[config.mk]
export PLATFORM = sky130hd
export DESIGN_NAME = axi_read_arbiter
export DESIGN_NICKNAME = d
export VERILOG_FILES = /design/src/rtl/axi_read_arbiter.sv
export SDC_FILE = /design/constraint.sdc
export NUM_CORES = 1
export LEC_CHECK = 0
export CAP_MARGIN = 5
export CORE_ASPECT_RATIO = 0.6
export CORE_MARGIN = 1
export CORE_UTILIZATION = 34
export DETAILED_ROUTE_END_ITERATION = 16
export GPL_TIMING_DRIVEN = 1
export PLACE_DENSITY = 0.89
export SYNTH_ARGS = -nofsm -noshare
export SYNTH_HDL_FRONTEND = slang
export SYNTH_SLANG_ARGS = --single-unit
[constraint.sdc]
create_clock -name clock -period 5.39 [get_ports clock]
set_clock_uncertainty 0.2 [all_clocks]
set_input_delay 0.539 -clock clock [delete_from_list [all_inputs] [get_ports clock]]
set_output_delay 0.539 -clock clock [all_outputs]
set_load 0.005 [all_outputs]
[src/rtl/axi_read_arbiter.sv]
// Round-robin arbiter sharing one AXI4-Lite read port between IFU and LSU,
// one transaction in flight, with a response timeout that returns SLVERR.
//
// state | meaning
// IDLE  | no transaction; pick the next owner
// ADDR  | forwarding owner AR to the slave
// DATA  | waiting for / forwarding the slave R beat
// ERR   | synthetic SLVERR presented to the owner
// DRAIN | absorbing the late slave beat of a timed-out read
module axi_read_arbiter #(
    parameter int unsigned TIMEOUT = 256,
    parameter int unsigned CNT_W   = 16
) (
    input  logic        clock,
    input  logic        reset,
    input  logic [31:0] ifu_araddr,
    input  logic        ifu_arvalid,
    output logic        ifu_arready,
    output logic [31:0] ifu_rdata,
    output logic [1:0]  ifu_rresp,
    output logic        ifu_rvalid,
    input  logic        ifu_rready,
    input  logic [31:0] lsu_araddr,
    input  logic        lsu_arvalid,
    output logic        lsu_arready,
    output logic [31:0] lsu_rdata,
    output logic [1:0]  lsu_rresp,
    output logic        lsu_rvalid,
    input  logic        lsu_rready,
    output logic [31:0] s_araddr,
    output logic        s_arvalid,
    input  logic        s_arready,
    input  logic [31:0] s_rdata,
    input  logic [1:0]  s_rresp,
    input  logic        s_rvalid,
    output logic        s_rready
);
    typedef enum logic [2:0] {IDLE, ADDR, DATA, ERR, DRAIN} state_t;

    localparam logic OWN_IFU = 1'b0;
    localparam logic OWN_LSU = 1'b1;
    localparam bit   TO_EN   = (TIMEOUT != 0);
    localparam logic [CNT_W-1:0] TO_LAST = TO_EN ? CNT_W'(TIMEOUT - 1) : '0;

    state_t           state_q, state_d;
    logic             owner_q, owner_d;
    logic             last_q, last_d;
    logic [CNT_W-1:0] cnt_q, cnt_d;

    logic [31:0] own_araddr;
    logic        own_arvalid;
    logic        own_rready;

    assign own_araddr  = owner_q ? lsu_araddr  : ifu_araddr;
    assign own_arvalid = owner_q ? lsu_arvalid : ifu_arvalid;
    assign own_rready  = owner_q ? lsu_rready  : ifu_rready;

    always_ff @(posedge clock or negedge reset) begin
        if (!reset) begin
            state_q <= IDLE;
            owner_q <= OWN_IFU;
            last_q  <= OWN_LSU;
            cnt_q   <= '0;
        end else begin
            state_q <= state_d;
            owner_q <= owner_d;
            last_q  <= last_d;
            cnt_q   <= cnt_d;
        end
    end

    always_comb begin
        state_d     = state_q;
        owner_d     = owner_q;
        last_d      = last_q;
        cnt_d       = cnt_q;
        ifu_arready = 1'b0;
        ifu_rdata   = '0;
        ifu_rresp   = '0;
        ifu_rvalid  = 1'b0;
        lsu_arready = 1'b0;
        lsu_rdata   = '0;
        lsu_rresp   = '0;
        lsu_rvalid  = 1'b0;
        s_araddr    = '0;
        s_arvalid   = 1'b0;
        s_rready    = 1'b0;

        case (state_q)
            IDLE: begin
                if (ifu_arvalid && lsu_arvalid) begin
                    owner_d = ~last_q;
                    state_d = ADDR;
                end else if (ifu_arvalid) begin
                    owner_d = OWN_IFU;
                    state_d = ADDR;
                end else if (lsu_arvalid) begin
                    owner_d = OWN_LSU;
                    state_d = ADDR;
                end
            end
            ADDR: begin
                s_araddr  = own_araddr;
                s_arvalid = own_arvalid;
                if (owner_q) lsu_arready = s_arready;
                else         ifu_arready = s_arready;
                if (own_arvalid && s_arready) begin
                    state_d = DATA;
                    cnt_d   = '0;
                end
            end
            DATA: begin
                s_rready = own_rready;
                if (owner_q) begin
                    lsu_rvalid = s_rvalid;
                    lsu_rdata  = s_rdata;
                    lsu_rresp  = s_rresp;
                end else begin
                    ifu_rvalid = s_rvalid;
                    ifu_rdata  = s_rdata;
                    ifu_rresp  = s_rresp;
                end
                // a pending beat stalled by the master freezes the timer
                if (s_rvalid) begin
                    if (own_rready) begin
                        last_d  = owner_q;
                        state_d = IDLE;
                    end
                end else if (TO_EN && (cnt_q == TO_LAST)) begin
                    state_d = ERR;
                end else begin
                    cnt_d = cnt_q + CNT_W'(1);
                end
            end
            ERR: begin
                if (owner_q) begin
                    lsu_rvalid = 1'b1;
                    lsu_rresp  = 2'b10;
                end else begin
                    ifu_rvalid = 1'b1;
                    ifu_rresp  = 2'b10;
                end
                if (own_rready) begin
                    last_d  = owner_q;
                    state_d = DRAIN;
                end
            end
            DRAIN: begin
                s_rready = 1'b1;
                if (s_rvalid) state_d = IDLE;
            end
            default: state_d = IDLE;
        endcase
    end
endmodule

==> run_results.csv <==
group,metric,value,unit
outcome,status,"finished clean",
cts,cts_root_buf,"clkbuf_8",
logic_synthesis,synth-seq-cells,21,
floorplanning,die_h,65.2,um
sta,fmax,265,MHz
logic_synthesis,synth_area,0.00226,sq mm
logic_synthesis,synthFlopType,"dfrtp_1",
drt,via_per_inst,5.51,
drt,wl_per_cell,18.8,um
finish,drive_above_1_share,2.84,%
power,p_seq_share,19.9,%
logic_synthesis,syn-instance-count,307,
sta,tns,0,ps
power,pwr-share-clk,7.9,%
logic_synthesis,ys_warn_count,0,
setup_path,reg2reg_depth,4,
min_path,whs_path_depth,2,
min_path,hold_path_class,"reg2reg",
cts,clk_path_buf_depth,2,
setup_path,worstPathRequired,4650,ps
global_routing,grt_first_pass_wirelength,15700,um
sta,final_hold_viol_count,0,
finish,final_area,0.00442,sq mm
global_routing,grt_remaining_overflow,0,
setup_path,crit_path_end_kind,"output port",
sta,fin_crit,3770,ps
finish,layout_common_cells,"clkdlybuf4s50_1 (211), and3_1 (68), nor2_1 (48)",
logic_synthesis,synth-edff-count,0,
floorplanning,die-area,0.00699,sq mm
cts,cts_setup_buffers,0,
setup_path,path_class,"reg2out",
setup_path,path_depth,3,
drt,drc,0,
setup_path,cpMaxStageDelayCell,"nand3_1",
power,p_int,791,uW
placement,io_buffers,211,
cts,cts_hold_buf,0,
floorplanning,rows,22,
cts,cts-buffers-inserted,3,
setup_path,crit_arrival,3030,ps
placement,dp.cells,573,
power,p_switching,599,uW
logic_synthesis,synth_top_area_cell,"dfrtp_1",
finish,diodes,0,
drt,ant_nets,0,
sta,maxSlewHeadroom,19.1,%
cts,cts_resized,0,
power,ir_drop,0.188,mV
finish,fillers,520,
sta,setup_violations,0,
drt,drt-pass1-iter-count,5,
sta,final_max_slew_viol_count,0,
power,switching_share,43.1,%
global_routing,grt_pass1_vias,2912,
cts,cts_tree,"yes",
placement,placed_area,0.00438,sq mm
cts,path_clk_slew,80,ps
cts,clk-insertion-delay-late,270,ps
global_routing,grt_start_max_net_pins,79,
finish,final_nets,601,
cts,cts-htree-levels,1,
power,combPwrFrac,72.2,%
logic_synthesis,yosysUniqueCellTypes,35,
sta,period_share,70.0,%
floorplanning,coreArea,0.00628,sq mm
setup_path,path_cells,"nand3_1, nor2_1, clkdlybuf4s50_1",
floorplanning,initial_utilization,36.0,%
sta,grt_setup_unrepaired,"false",
logic_synthesis,synth_area_per_cell,7.37,sq um
placement,gp_congestion,0.970,
finish,finalNonFillerCells,577,
setup_path,cpPeakStageDelay,980,ps
logic_synthesis,synth_fp_nets,414,
drt,num_vias,3180,
global_routing,antenna_found_initial,0,
cts,cts.sinks,21,
power,powerDensity,314,mW/mm^2
finish,syn_to_final_growth,95.5,%
logic_synthesis,synthTopCellsByArea,"dfrtp_1 (22%), and3_1 (19%), mux2i_1 (15%)",
setup_path,critPathTopFamily,"simple AND/OR/NAND/NOR gates",
logic_synthesis,synthArstFlopShare,100,%
setup_path,critPathMaxFanout,34,
setup_path,cp-start-kind,"flip-flop",
drt,first_iter_violations,287,
sta,worst_pin_slew,1210,ps
drt,wl,10800,um
floorplanning,io_pins,212,
finish,final_common_cell,"clkdlybuf4s50_1",
setup_path,critPathBufInv,1,
logic_synthesis,yosysTopAreaCellShare,22.1,%
placement,dp_hpwl,8770,um
global_routing,track_usage,29.7,%
logic_synthesis,yosysSeqAreaShare,23.3,%
power,power_leakage,0.00191,uW
floorplanning,dieWidth,107,um
run,max_cap_violations,0,
[sequential cells by signal, indices dropped and copies added (netlist names)]
name and cells:
state_q 3, cnt_q 16, owner_q 1, last_q 1
[through the flow]
stage | power, uW | hold WS, ps | setup slack, ps | utilization, %
final | 1390 | 329 | 1620 | 70.5
after global routing | 1490 | 338 | 1390 | 70.5
after detailed placement | 1280 | 302 | 1920 | 69.7
after CTS | 1390 | 324 | 1610 | 70.5
after floorplan | 752 | 43.4 | 3170 | -
after global placement | 1250 | 294 | 2000 | 69.7
[cells in the mapped netlist, types with 2 or more instances]
library cell  count
mux2i_1          34
nor2_1           49
o21ai_0          14
a41oi_1           5
nand4_1           4
dfrtp_1          20
a31oi_1          20
nand3_1           9
or3_1             2
and4_1            3
buf_2             2
nor4_2            2
nor3_1            5
clkbuf_1         28
nor2b_1           2
nand2_1          13
and3_1           68
a21oi_1           5
inv_1             6
[cells by family after synthesis]
| family | share of synthesized area, % |
|---|---|
| AND/OR/NAND/NOR | 38.4 |
| AO/OA/AOI/OAI | 15.7 |
| buffers and inverters | 6.58 |
| multiplexers | 15.5 |
| flip-flops | 23.3 |
| adder cells (fa/ha/maj) | 0.553 |
[layout make-up]
class                           instances  area (sq um)  share of cell area, %
Sequential cell                        21           528                   11.9
Timing Repair Buffer                  213          2130                   48.1
Inverter                                6          22.5                  0.509
Multi-Input combinational cell        249          1590                   36.0
Clock buffer                            4          45.0                   1.02
Tap cell                               84           105                   2.38
[per-layer routing]
metal,track usage (%),wire [um],share of wire [%]
met2,54.6,5490,51
met4,11.1,468,4.3
met3,6.65,931,8.6
met5,0,0,0
met1,33.9,3940,36
[power groups by stage]
stage / combinational, uW / sequential (uW) / clock [uW]
after floorplan: 546 / 206 / 0
after global placement: 982 / 273 / 0
after detailed placement: 1000 / 277 / 0
after CTS: 1010 / 274 / 110
after global routing: 1080 / 287 / 120
final: 1000 / 277 / 110
[worst paths after layout]
path                                         from               endpoint  slack (ps)
min in group asynchronous                   reset   cnt_q[7]$_DFFE_PN0P_         600
hold / removal                 last_q$_DFFE_PN1P_     last_q$_DFFE_PN1P_         330
setup / recovery           state_q[0]$_DFFE_PN0P_           s_araddr[30]        1620
setup reg to reg              owner_q$_DFFE_PN0P_  cnt_q[11]$_DFFE_PN0P_        2560
max in group asynchronous                   reset    owner_q$_DFFE_PN0P_        3720
hold reg to reg                last_q$_DFFE_PN1P_     last_q$_DFFE_PN1P_         330
[worst register-to-register path: cells and delay by family, from the launching register on]
kind / cells / cell delay, ps
AO/OA/AOI/OAI: 2 / 870
flip-flops: 1 / 810
multiplexers: 1 / 280
buffers and inverters: 1 / 520
No activity file was read; power rests on OpenSTA's default activity.
